## src/rtl/mul_result_buffer.sv

```systemverilog
// Result buffer behind the sequential multiplier: captures one product per rising
// edge of mul_valid into a first-word-fall-through FIFO and keeps a running sum.
module mul_result_buffer #(
  parameter int N     = 8,
  parameter int DEPTH = 4,
  parameter int ACC_W = 24
) (
  input  logic                       clock,
  input  logic                       reset,
  input  logic [2*N:0]               prodt_end,
  input  logic                       mul_valid,
  input  logic                       clr,
  output logic [2*N:0]               out_data,
  output logic                       out_valid,
  input  logic                       out_ready,
  output logic [$clog2(DEPTH+1)-1:0] count,
  output logic                       full,
  output logic                       empty,
  output logic                       overflow,
  output logic [ACC_W-1:0]           acc_sum
);

  localparam int PW = 2 * N + 1;
  localparam int AW = $clog2(DEPTH);
  localparam int CW = $clog2(DEPTH + 1);

  logic [PW-1:0]    mem_q [DEPTH];
  logic [AW-1:0]    wr_ptr_q, wr_ptr_d;
  logic [AW-1:0]    rd_ptr_q, rd_ptr_d;
  logic [CW-1:0]    count_q, count_d;
  logic             full_q, full_d;
  logic             empty_q, empty_d;
  logic             prev_valid_q;
  logic             overflow_q, overflow_d;
  logic [ACC_W-1:0] acc_q, acc_d;

  logic             cap, pop, push, drop;
  logic [ACC_W-1:0] prod_ext;

  // NOTE: every signal driven here gets a default first so no latch is inferred.
  always_comb begin
    cap      = mul_valid & ~prev_valid_q;
    pop      = ~empty_q & out_ready;
    // A full FIFO still accepts a capture when the head leaves on the same edge.
    push     = cap & (~full_q | pop);
    drop     = cap & full_q & ~pop;
    prod_ext = ACC_W'(prodt_end);

    wr_ptr_d = push ? wr_ptr_q + AW'(1) : wr_ptr_q;
    rd_ptr_d = pop  ? rd_ptr_q + AW'(1) : rd_ptr_q;

    count_d = count_q;
    case ({push, pop})
      2'b10:   count_d = count_q + CW'(1);
      2'b01:   count_d = count_q - CW'(1);
      default: count_d = count_q;
    endcase
    full_d  = (count_d == CW'(DEPTH));
    empty_d = (count_d == '0);

    // A dropped capture wins over a simultaneous clear.
    overflow_d = overflow_q;
    if (drop)     overflow_d = 1'b1;
    else if (clr) overflow_d = 1'b0;

    acc_d = acc_q;
    if (clr)       acc_d = push ? prod_ext : '0;
    else if (push) acc_d = acc_q + prod_ext;
  end

  always_ff @(posedge clock or negedge reset) begin
    if (!reset) begin
      wr_ptr_q     <= '0;
      rd_ptr_q     <= '0;
      count_q      <= '0;
      full_q       <= 1'b0;
      empty_q      <= 1'b1;
      prev_valid_q <= 1'b0;
      overflow_q   <= 1'b0;
      acc_q        <= '0;
    end else begin
      wr_ptr_q     <= wr_ptr_d;
      rd_ptr_q     <= rd_ptr_d;
      count_q      <= count_d;
      full_q       <= full_d;
      empty_q      <= empty_d;
      prev_valid_q <= mul_valid;
      overflow_q   <= overflow_d;
      acc_q        <= acc_d;
    end
  end

  // NOTE: storage is deliberately not reset; count/empty decide what is valid.
  always_ff @(posedge clock) begin
    if (push) mem_q[wr_ptr_q] <= prodt_end;
  end

  assign out_data  = empty_q ? '0 : mem_q[rd_ptr_q];
  assign out_valid = ~empty_q;
  assign count     = count_q;
  assign full      = full_q;
  assign empty     = empty_q;
  assign overflow  = overflow_q;
  assign acc_sum   = acc_q;

endmodule

```

## config.mk

```make
export PLATFORM = sky130hd
export DESIGN_NAME = mul_result_buffer
export DESIGN_NICKNAME = d
export VERILOG_FILES = /design/src/rtl/mul_result_buffer.sv
export SDC_FILE = /design/constraint.sdc
export NUM_CORES = 1
export LEC_CHECK = 0
export ABC_AREA = 1
export CORE_UTILIZATION = 35
export CTS_BUF_LIST = sky130_fd_sc_hd__clkbuf_4
export DETAILED_ROUTE_END_ITERATION = 8
export PLACE_DENSITY_LB_ADDON = 0.08
export RECOVER_POWER = 50
export SLEW_MARGIN = 40
export SYNTH_ARGS = -nofsm -noshare
export SYNTH_HDL_FRONTEND = slang
export SYNTH_SLANG_ARGS = --single-unit
```

## constraint.sdc

```tcl
create_clock -name clock -period 3.58 [get_ports clock]
set_input_delay 0.716 -clock clock [delete_from_list [all_inputs] [get_ports clock]]
set_output_delay 0.716 -clock clock [all_outputs]
set_load 0.02 [all_outputs]
```

After elaboration in Yosys (flattened, before gate mapping)
Memories as Yosys holds them, arrays and structs flattened.
Cells that the tools add are included.
{"block": "word_totals", "ff_bits": 35, "ramBits": 68, "in_bits": 22, "out_inout_bits": 48, "word_cells": 39, "n_memories": 1}
{"name": "mem_q", "words": 4, "width": 17, "read_ports": 1, "rd_ports_with_merged_regs": 0, "wr": 1, "line_no": "27", "rtl": "logic [PW-1:0] mem_q [DEPTH];"}
{"block": "classes", "add_sub_neg": 5, "eq_ne": 3, "mux": 9, "bitwise_logic": 10, "reduce_logical": 3}
{"cell": "$mux 24", "n": 2}
{"cell": "$mux 17", "n": 2}
{"cell": "$add 24x17->24", "n": 1}
{"cell": "$pmux 3 s2", "n": 1}
{"cell": "$and 1x1->1", "n": 5}
{"cell": "$add 2x1->2 const B", "n": 2}
{"cell": "$mux 1", "n": 4}
{"cell": "$not 1->1", "n": 4}
{"cell": "$reduce_bool 2->1", "n": 2}
{"cell": "$add 3x1->3 const B", "n": 1}
{"cell": "$eq 3x3->1 const B", "n": 1}
{"cell": "$logic_not 3->1", "n": 1}
{"cell": "$sub 3x1->3 const B", "n": 1}
{"cell": "$eq 2x1->1 const B", "n": 1}
{"cell": "$eq 2x2->1 const B", "n": 1}
{"cell": "$or 1x1->1", "n": 1}

Longest topological paths before layout
{"block": "depth", "word_depth": 7, "ltp_mapped": 14}

Least setup slack after synthesis
No wires, ideal clock.
{"block": "synth_timing", "path_type": "register -> register", "startpoint": "register empty_q (netlist: empty)", "endpoint": "register empty_q (netlist: empty)", "setup_time_ps": 68, "t_arrival_ps": 2292, "required_time_ps": 3512, "setup_slack_ps": 1220, "stages_incl_launch_ff": 13, "n_path_buf": 2, "path_cell_list": "dfstp_2 -> buf_6 -> inv_4 -> nand2_4 -> a21oi_4 -> inv_2 -> buf_4 -> ha_1 -> inv_1 -> fa_1 -> o21ai_0 -> or2_2 -> nor2_1"}
{"block": "synth_between", "elab_chain_cells": 7, "word_cells_on_any_way": 8, "cone_classes": "eq/ne (2); mux (1); bitwise (4); reduce/logical (1)"}
{"item": "start: declaration", "line_no": "32", "rtl": "logic empty_q, empty_d;"}
{"item": "start signal: assignment", "line_no": "86", "rtl": "empty_q <= empty_d;"}
{"item": "$not 1->1 (*)"}
{"item": "via out_valid", "line_no": "14", "rtl": "output logic out_valid,"}
{"item": "$and 1x1->1 (*)", "line_no": "43", "rtl": "pop = ~empty_q & out_ready;"}
{"item": "$or 1x1->1", "line_no": "45", "rtl": "push = cap & (~full_q | pop);"}
{"item": "$and 1x1->1", "line_no": "45"}
{"item": "$eq 2x1->1 or $eq 2x2->1 (tied branches)", "line_no": "53", "rtl": "case ({push, pop})"}
{"item": "$pmux 3 s2 (*)", "line_no": "53"}
{"item": "via count_d[1]", "line_no": "30", "rtl": "logic [CW-1:0] count_q, count_d;"}
{"item": "$logic_not 3->1 (*)", "line_no": "59", "rtl": "empty_d = (count_d == '0);"}
{"item": "via empty_d", "line_no": "32"}
Mark *: on every way through the listed nets, which the timed path passes. The rest lies on a longest branch.
A chain may end at the register's enable or synchronous reset.

Worst setup path in the final report
{"block": "layout_timing", "startpoint": "register rd_ptr_q[1]", "endpoint": "output out_data[0]"}
{"block": "layout_between", "elab_chain_cells": 2}
{"item": "start: declaration", "line_no": "29", "rtl": "logic [AW-1:0] rd_ptr_q, rd_ptr_d;"}
{"item": "start signal: assignment", "line_no": "83", "rtl": "rd_ptr_q <= rd_ptr_d;"}
{"item": "$mem_v2 4x17"}
{"item": "$mux 17", "line_no": "98", "rtl": "assign out_data = empty_q ? '0 : mem_q[rd_ptr_q];"}
{"item": "end: declaration", "line_no": "13", "rtl": "output logic [2*N:0] out_data,"}
No other way between the ends.

==> flow_summary_export.csv <==
group,metric,value,unit
run_status,outcome,"complete, but fails checks",
run_status,violations,"max-capacitance violations, max-slew violations",
clock_tree,numCtsBuffers,9,
pwr,ir_drop,0.208,mV
detailed_routing,route.detailed.drc,0,
job,cap_violations,1,
detailed_routing,final_antenna_net_count,0,
sta,finalSetupViolations,0,
pwr,p_per_area,603,nW/um2
yosys,yosysWarnings,0,
pwr,p_leak,0.00292,uW
clock_tree,clk_pin_slew,0.17,ns
worst_setup_path,cp_max_fo,17,
sta,fmax,299,MHz
detailed_routing,drt_iter0_markers,231,
sta,post-route-min-period,3.35,ns
clock_tree,clockBufferDepth,2,
worst_setup_path,crit_required,2.86,ns
global_route,grt_max_degree,36,
floorplan,rows,46,
clock_tree,cts_setup_buffers,0,
layout,drive_gt1_share,5.01,%
yosys,netlist_area,5640,um2
clock_tree,hold_buffers,0,
floorplan,die_x,129,um
yosys,ys_seq_area_share,51.8,%
sta,rsz0062_at_grt,"no",
yosys,yosysTopAreaCell,"edfxtp_1",
detailed_routing,firstDrtPassIters,4,
worst_setup_path,worstSetupStartpointType,"flip-flop",
layout,nFillCells,1622,
yosys,synthCells,677,
placed_design,gp_congestion,0.834,
clock_tree,cts_sinks,103,
placed_design,portBuffers,69,
global_route,antenna_found_initial,1,
global_route,grt_overflow,0,
clock_tree,htreeDepth,3,
floorplan,core_area,15800,um2
yosys,synth_cell_type_count,37,
global_route,grt_pass1_vias,4652,
yosys,synth_nets,723,
global_route,grt_usage,19.8,%
clock_tree,clkLatencyLatePin,0.47,ns
placed_design,dp.cells,959,
detailed_routing,drt-wirelength-per-cell,15.7,um
yosys,syn_area_per_cell,8.32,um2
floorplan,die_area,16600,um2
floorplan,die_h,129,um
placed_design,dp_hpwl,11200,um
layout,nets,800,
clock_tree,cts_tree,"yes",
detailed_routing,routed_wl,15300,um
yosys,netlist_top_cells_area,"edfxtp_1 (36%), dfrtp_1 (15%), nand2_1 (11%)",
sta,hold_viol,0,
detailed_routing,viasPerCell,4.75,
layout,final_cell_count_no_fill,976,
clock_tree,root_buffer,"clkbuf_4",
floorplan,start_util,35.6,%
worst_setup_path,cp-end-kind,"output port",
clock_tree,cts.repair.resized,0,
sta,tightest_slew,2.10,ns
worst_setup_path,arrival,2.63,ns
sta,skew,0.0197,ns
yosys,ys_ff_latch,103,
layout,register_area,2920,um2
layout,syn2layout_area_growth,19.1,%
detailed_routing,dr_total_vias,4632,
sta,finalCritPeriodShare,93.5,%
hold_path,hp-class,"flip-flop to flip-flop",
sta,fin_setup_tns,0,ns
sta,slew_violations,36,
worst_setup_path,crit_type,"flip-flop to output port",
yosys,synth_top_area_share,36.2,%
global_route,grt_pass1_wl,24600,um
sta,relSlewSlack,-40.2,%
floorplan,ios,70,
layout,multi_input_area,2300,um2
cell families (layout without fill, tap and decap cells):
| kind of cell | after synthesis | count (layout) | synth area share [%] |
|---|---|---|---|
| xor gates and xnor gates | 6 | 6 | 0.932 |
| adders and majority gates | 24 | 24 | 5.59 |
| AOI/OAI and AO/OA | 94 | 94 | 8.95 |
| other | 0 | 1 | 0 |
| DFF | 103 | 103 | 51.8 |
| buffers and inverters | 99 | 181 | 7.19 |
| and+or+nand+nor | 351 | 351 | 25.5 |
sequential cells by signal, indices dropped and copies added (netlist names):
name	flops
empty	1
acc_sum	24
prev_valid_q	1
mem_q	68
full	1
wr_ptr_q	2
rd_ptr_q	2
count	3
overflow	1
synthesized netlist by cell type (all sizes together):
master  number
o21ai       51
o31ai        1
inv         78
clkinv       1
edfxtp      68
fa           2
a21oi       36
ha          22
nand3b       2
o21bai       1
and2         5
clkbuf       6
xnor2        1
dfstp        1
o211ai       5
xor2         5
nand4        3
nand3       39
buf         14
nor3         3
nand2      168
dfrtp       34
or2          1
nor2       130
final timing paths:
kind	startpoint	end	slack, ns	cells past startpoint
setup / recovery	rd_ptr_q[1]	out_data[0]	0.23	5
hold / removal	overflow	overflow	0.52	2
setup reg to reg	empty	empty	0.36	10
hold reg to reg	overflow	overflow	0.52	2
max in group asynchronous	reset	acc_sum[0]	1.55	1
min in group asynchronous	reset	full	0.82	1
metal layers:
layer	GRT usage [%]	vias to the layer above	routed length, um
met5	0	-	0
met4	7.47	0	296
met3	2.16	17	382
met2	35.1	72	7630
met1	24.8	2197	6990
li1	-	2346	-
critical path, cell delays in order, from the launching register on:
cell             delay [ns]
dfrtp_1                0.39
clkinv_1               0.50
nor2_1                 0.25
o21ai_0                0.10
a21oi_1                0.25
clkdlybuf4s50_1        0.66
through the flow:
stage / hold WS, ns / power [uW] / instance area [um2] / util [%] / setup slack, ns
final: 0.521 / 4050 / 6710 / 42.4 / 0.234
after global routing: 0.573 / 4360 / 6710 / 42.4 / 0.00834
after CTS: 0.184 / 4120 / 6760 / 42.7 / 0.173
after detailed placement: 0.495 / 3470 / 6620 / 41.8 / 0.647
after global placement: 0.490 / 3450 / 6610 / 41.8 / 0.672
after floorplan: 0.420 / 2720 / 5640 / - / 1.22
area by class of cell:
type,count,area share [%]
tap,216,4.03
multi-input combinational,475,34.2
clock inverter,4,0.783
clock buffer,12,1.34
sequential,103,43.5
antenna,1,0.0373
timing repair buffer,86,11.7
inverter,79,4.44
cells in the final DEF, fill, tap and decap left out, types with 3 or more instances in the layout:
cell type        instances
dfrtp_1                 34
nor2_1                 127
inv_1                   75
dlygate4sd3_1           18
o21ai_0                 47
nor3_1                   3
o211ai_1                 5
ha_1                    22
nand3_1                 38
o21ai_1                  4
edfxtp_1                68
buf_4                    9
nand2_2                  3
clkbuf_1                 9
clkbuf_4                12
xor2_1                   5
clkdlybuf4s50_1         50
a21oi_1                 36
nand2_1                165
and2_1                   5
power by group:
part,switching (uW),internal (uW)
Clock,404,242
Combinational,1140,724
Sequential,111,1430
No activity file was read; power rests on OpenSTA's default activity.
